## config.mk

```make
export PLATFORM = sky130hd
export DESIGN_NAME = fop_sweep_ctrl
export DESIGN_NICKNAME = d
export VERILOG_FILES = /design/src/rtl/fop_sweep_ctrl.sv
export SDC_FILE = /design/constraint.sdc
export NUM_CORES = 1
export LEC_CHECK = 0
export ABC_AREA = 1
export BUFFER_PORTS_ARGS = -buffer_cell sky130_fd_sc_hd__buf_2
export CAP_MARGIN = 20
export CORE_MARGIN = 3
export CORE_UTILIZATION = 55
export CTS_CLUSTER_DIAMETER = 40
export CTS_CLUSTER_SIZE = 8
export DETAILED_ROUTE_END_ITERATION = 10
export PLACE_DENSITY = 0.88
export SYNTH_ARGS = -nofsm -noshare
export SYNTH_HDL_FRONTEND = slang
export SYNTH_SLANG_ARGS = --single-unit
```

## constraint.sdc

```tcl
create_clock -name clk -period 3.05 [get_ports clk]
set_input_delay 0.61 -clock clk [delete_from_list [all_inputs] [get_ports clk]]
set_output_delay 0.61 -clock clk [all_outputs]
set_load 0.005 [all_outputs]
```

## src/rtl/fop_sweep_ctrl.sv

```systemverilog
// ----------------------------------------------------------------------------
// fop_sweep_ctrl
//   Sequencer and self-checker for the three implementations of the 4-input fop
//   function (gate-level, dataflow, behavioural). A start request sweeps every
//   input code 0..2^N-1 onto the shared fop input bus, one code per clock.
//   Each cycle the three fop outputs are compared against the golden truth
//   table, and the mismatches are recorded in result registers.
//
// Parameters
//   N      fop input width; the sweep covers 2^N codes
//   TRUTH  golden table, bit k = expected fop output for input code k
//
// Ports
//   clk         in   rising-edge clock
//   rst         in   synchronous reset, active-high
//   start       in   begin a sweep (sampled only in IDLE)
//   abort       in   abandon a running sweep
//   out_g       in   output of gate-level fop instance
//   out_d       in   output of dataflow fop instance
//   out_b       in   output of behavioural fop instance
//   fop_in      out  registered code driven to all three fop instances
//   busy        out  high while a sweep is running
//   done        out  one-cycle pulse at sweep completion
//   err_cnt     out  number of codes on which any implementation mismatched
//   fail_map    out  bit k set if code k mismatched
//   first_fail  out  lowest failing code, valid when fail_vld=1
//   fail_vld    out  at least one mismatch recorded
//   err_gdb     out  sticky per-implementation mismatch flags {g,d,b}
// ----------------------------------------------------------------------------
module fop_sweep_ctrl #(
  parameter int               N     = 4,
  parameter logic [(1<<N)-1:0] TRUTH = 16'h29AF
) (
  input  logic                clk,
  input  logic                rst,
  input  logic                start,
  input  logic                abort,
  input  logic                out_g,
  input  logic                out_d,
  input  logic                out_b,
  output logic [N-1:0]        fop_in,
  output logic                busy,
  output logic                done,
  output logic [N:0]          err_cnt,
  output logic [(1<<N)-1:0]   fail_map,
  output logic [N-1:0]        first_fail,
  output logic                fail_vld,
  output logic [2:0]          err_gdb
);

  typedef enum logic [1:0] {
    ST_IDLE = 2'd0,
    ST_RUN  = 2'd1,
    ST_DONE = 2'd2
  } state_t;

  localparam logic [N-1:0] IDX_LAST = {N{1'b1}};

  state_t              state_q,      state_d;
  logic [N-1:0]        fop_in_q,     fop_in_d;
  logic                busy_q,       busy_d;
  logic                done_q,       done_d;
  logic [N:0]          err_cnt_q,    err_cnt_d;
  logic [(1<<N)-1:0]   fail_map_q,   fail_map_d;
  logic [N-1:0]        first_fail_q, first_fail_d;
  logic                fail_vld_q,   fail_vld_d;
  logic [2:0]          err_gdb_q,    err_gdb_d;

  logic                exp_s;
  logic [2:0]          miss_s;

  // The code on fop_in_q is the sweep index; the fop outputs settle within
  // the cycle and are judged against the table entry for that code.
  always_comb begin
    exp_s  = TRUTH[fop_in_q];
    miss_s = {out_g, out_d, out_b} ^ {3{exp_s}};
  end

  // Next-state and result update logic.
  always_comb begin
    state_d      = state_q;
    fop_in_d     = fop_in_q;
    busy_d       = busy_q;
    done_d       = 1'b0;
    err_cnt_d    = err_cnt_q;
    fail_map_d   = fail_map_q;
    first_fail_d = first_fail_q;
    fail_vld_d   = fail_vld_q;
    err_gdb_d    = err_gdb_q;

    case (state_q)
      ST_IDLE: begin
        fop_in_d = {N{1'b0}};
        busy_d   = 1'b0;
        // A start coinciding with abort is refused outright.
        if (start && !abort) begin
          state_d      = ST_RUN;
          busy_d       = 1'b1;
          err_cnt_d    = {(N+1){1'b0}};
          fail_map_d   = {(1<<N){1'b0}};
          first_fail_d = {N{1'b0}};
          fail_vld_d   = 1'b0;
          err_gdb_d    = 3'b000;
        end else begin
          state_d = ST_IDLE;
        end
      end

      ST_RUN: begin
        if (abort) begin
          // Current code is dropped; partial results stay visible.
          state_d  = ST_IDLE;
          busy_d   = 1'b0;
          fop_in_d = {N{1'b0}};
        end else begin
          if (|miss_s) begin
            fail_map_d[fop_in_q] = 1'b1;
            err_cnt_d            = err_cnt_q + {{N{1'b0}}, 1'b1};
            err_gdb_d            = err_gdb_q | miss_s;
            if (!fail_vld_q) begin
              first_fail_d = fop_in_q;
              fail_vld_d   = 1'b1;
            end else begin
              first_fail_d = first_fail_q;
            end
          end else begin
            err_cnt_d = err_cnt_q;
          end

          if (fop_in_q == IDX_LAST) begin
            state_d  = ST_DONE;
            done_d   = 1'b1;
            busy_d   = 1'b0;
            fop_in_d = {N{1'b0}};
          end else begin
            fop_in_d = fop_in_q + {{(N-1){1'b0}}, 1'b1};
          end
        end
      end

      ST_DONE: begin
        state_d = ST_IDLE;
        done_d  = 1'b0;
      end

      default: begin
        state_d  = ST_IDLE;
        busy_d   = 1'b0;
        fop_in_d = {N{1'b0}};
      end
    endcase
  end

  // State and result registers with synchronous reset.
  always_ff @(posedge clk) begin
    if (rst) begin
      state_q      <= ST_IDLE;
      fop_in_q     <= {N{1'b0}};
      busy_q       <= 1'b0;
      done_q       <= 1'b0;
      err_cnt_q    <= {(N+1){1'b0}};
      fail_map_q   <= {(1<<N){1'b0}};
      first_fail_q <= {N{1'b0}};
      fail_vld_q   <= 1'b0;
      err_gdb_q    <= 3'b000;
    end else begin
      state_q      <= state_d;
      fop_in_q     <= fop_in_d;
      busy_q       <= busy_d;
      done_q       <= done_d;
      err_cnt_q    <= err_cnt_d;
      fail_map_q   <= fail_map_d;
      first_fail_q <= first_fail_d;
      fail_vld_q   <= fail_vld_d;
      err_gdb_q    <= err_gdb_d;
    end
  end

  assign fop_in     = fop_in_q;
  assign busy       = busy_q;
  assign done       = done_q;
  assign err_cnt    = err_cnt_q;
  assign fail_map   = fail_map_q;
  assign first_fail = first_fail_q;
  assign fail_vld   = fail_vld_q;
  assign err_gdb    = err_gdb_q;

endmodule

```

==> results.json <==
{
  "io_pins": 42,
  "area_growth_pct": 14.6,
  "cts_buffers": 5,
  "p_seq_share_pct": 61.5,
  "p_comb_share_pct": 7.5,
  "cts_tree": "built",
  "finalCritPeriodShare_pct": 67.5,
  "first_pass_iters": 4,
  "die_h_um": 62.7,
  "worst_setup_path_end_kind": "flop",
  "nets": 290,
  "synth_cell_types": 30,
  "regToRegEndpoint": "exp_s$_DFF_P_",
  "start_util_pct": 61.0,
  "clk_pin_slew_ps": 100,
  "antenna_found_initial": 0,
  "yosysTopAreaCell": "dfxtp_1",
  "synth_top_area_share_pct": 43.0,
  "grt_pass1_wl_um": 6480,
  "clock_skew_ps": 5.87,
  "synth-seq-area-share_pct": 43.0,
  "finalHoldViolations": 0,
  "grt_pass1_vias": 1460,
  "fin_cells": 318,
  "power_leakage_nw": 0.929,
  "route.detailed.drc": 0,
  "cp_max_fo": 8,
  "min_period_ps": 2060,
  "vias": 1581,
  "ys_warn_count": 0,
  "arrival_ps": 2350,
  "grt_overflow": 0,
  "crit_required_ps": 3340,
  "ir_worst_vdd_v": 0.000277,
  "worst_pin_slew_ps": 629,
  "place_inst": 312,
  "tns_ps": 0,
  "dp_hpwl_um": 2710,
  "crit_type": "reg2reg",
  "postRouteAntennaNets": 0,
  "hold_class": "reg2reg",
  "start_kind": "flop",
  "drive_above_1_share_pct": 23.6,
  "worstPathCellList": "ha_1, inv_1, nor2_2, nor2_4, o21ai_1, inv_1, ha_1, inv_1, o21ai_0, nand2_1, nand2_1",
  "drv_slew": 0,
  "powerDensity_nw_per_um2": 406,
  "hold_buffers": 0,
  "synth-seq-cells": 38,
  "cts.sinks": 38,
  "synth_nets": 250,
  "synth-edff-count": 0,
  "synthesis.area_um2": 1770,
  "die_x_um": 62.7,
  "crit_path_start": "fop_in[0]$_SDFFE_PP0N_",
  "antenna_cells": 0,
  "r2r_setup_slack_ps": 990,
  "status": "complete, no violations",
  "fmax_mhz": 486,
  "whs_ps": 470,
  "cts.htree.levels": 2,
  "ff2ff_path_depth": 11,
  "crit_end": "exp_s$_DFF_P_",
  "rsz0062_at_grt": "no",
  "fill_cells": 270,
  "ys_top_cells_by_area": "dfxtp_1, nand2_1, a21oi_1",
  "core_area_um2": 2900,
  "whs_path_depth": 2,
  "synthArstFlopShare_pct": 0,
  "timing.slew.headroom_pct": 58.0,
  "routabilityCongestion": 0.841,
  "synthCells": 237,
  "drtIter0Drc": 87,
  "clkPwrFrac_pct": 31.0,
  "switchingPower_uw": 198,
  "grt_max_degree": 24,
  "root_buffer": "clkbuf_4",
  "wl_per_cell_um": 11.8,
  "cap_viol_max_count": 0,
  "finalSetupViolations": 0,
  "drt-vias-per-instance": 4.97,
  "cts_resized": 0,
  "p_int_uw": 626,
  "cts_setup_buffers": 0,
  "r2r-start": "fop_in[0]$_SDFFE_PP0N_",
  "portBuffers": 41,
  "die-area_um2": 3940,
  "cpMostUsedCell": "inv_1",
  "crit_slowest_cell": "dfxtp_1",
  "clk_latency_ps": 340,
  "grt_util_all_layers_pct": 20.5,
  "std_cell_rows": 19,
  "clk_path_buf_depth": 2,
  "drt-total-wl_um": 3740,
  "synth_flop_cell": "dfxtp_1",
  "syn_avg_cell_area_um2": 7.47,
  "switching_share_pct": 24.0,
  "max_stage_delay_ps": 490
}
per-layer routing:
metal  global-route usage, %  wire length (um)
met5                       0                 0
met4                    8.54                53
met3                    6.29               182
met2                    34.1              1750
met1                    24.4              1750
cell type report:
cell class	count	area [um2]	share of cell area [%]
well taps	42	52.6	2.59
flip-flops and latches	38	761	37.5
clock buffers	6	51.3	2.53
multi-input cells	163	850	41.9
inverters	28	109	5.37
repair buffers	41	205	10.1
metrics by stage:
step	area, um2	setup slack (ps)	utilization (%)	total power [mW]
2_1_floorplan	1770	1270	-	0.563
3_3_place_gp	1980	982	68.2	0.578
3_5_place_dp	1980	912	68.2	0.579
5_1_grt	2030	772	69.9	0.858
4_1_cts	2030	979	69.9	0.831
6_report	2030	992	69.9	0.824
power groups by stage:
stage	Sequential (mW)	Combinational [mW]	Clock [mW]
2_1_floorplan	0.518	0.0455	0
3_3_place_gp	0.518	0.0598	0
3_5_place_dp	0.518	0.0611	0
4_1_cts	0.507	0.0614	0.263
5_1_grt	0.508	0.0701	0.280
6_report	0.507	0.0614	0.256
worst min-delay path by stage:
stage | slack (ps) | end | startpoint
final | 470 | first_fail[1]$_SDFFE_PP0P_ | first_fail[1]$_SDFFE_PP0P_
after global routing | 510 | fail_map[4]$_SDFFE_PP0P_ | fail_map[4]$_SDFFE_PP0P_
after CTS | 470 | first_fail[0]$_SDFFE_PP0P_ | first_fail[0]$_SDFFE_PP0P_
after detailed placement | 450 | first_fail[1]$_SDFFE_PP0P_ | first_fail[1]$_SDFFE_PP0P_
after global placement | 450 | first_fail[0]$_SDFFE_PP0P_ | first_fail[0]$_SDFFE_PP0P_
after floorplan | 460 | first_fail[0]$_SDFFE_PP0P_ | first_fail[0]$_SDFFE_PP0P_
Yosys cell counts, types with 2 or more instances:
| master | count |
|---|---|
| a21oi_1 | 38 |
| a21oi_2 | 2 |
| nand2_4 | 2 |
| buf_1 | 2 |
| buf_2 | 2 |
| buf_4 | 3 |
| nor3_1 | 8 |
| nand2_2 | 3 |
| nand2_1 | 54 |
| o21ai_0 | 17 |
| inv_2 | 3 |
| xnor2_1 | 2 |
| nor2_1 | 17 |
| ha_1 | 6 |
| dfxtp_1 | 38 |
| nand3_1 | 4 |
| inv_1 | 23 |
cells in the final DEF (no fill, tap or decap), types with 2 or more instances in the layout:
master,Yosys,layout
nand2_1,54,54
buf_2,2,41
a21oi_1,38,38
dfxtp_1,38,38
inv_1,23,23
nor2_1,17,17
o21ai_0,17,17
nor3_1,8,8
ha_1,6,6
clkbuf_4,0,5
nand3_1,4,4
inv_2,3,3
nand2_2,3,3
a21oi_2,2,2
nand2_4,2,2
xnor2_1,2,2
kinds of logic (layout without fill, tap and decap cells):
family / after synthesis / in the layout / synth area share [%]
compound gates: 58 / 58 / 16.8
xor+xnor: 3 / 3 / 1.48
fa+ha+maj: 6 / 6 / 4.24
buf+inv: 36 / 75 / 9.05
flops: 38 / 38 / 43.0
simple gates: 96 / 96 / 25.4
worst max-delay path, delay by kind of cell, from the launching register on:
family,cells,cell delay [ps]
compound gates,2,360
fa+ha+maj,2,550
buf+inv,3,220
flops,1,490
simple gates,4,370
sequential cells by signal, summed over array words and instances (netlist names):
register    count
busy            1
done            1
exp_s           1
err_gdb         3
state_q         2
fop_in          4
fail_map       16
err_cnt         5
first_fail      4
fail_vld        1
Note: power is estimated with default switching activity, not from simulation.
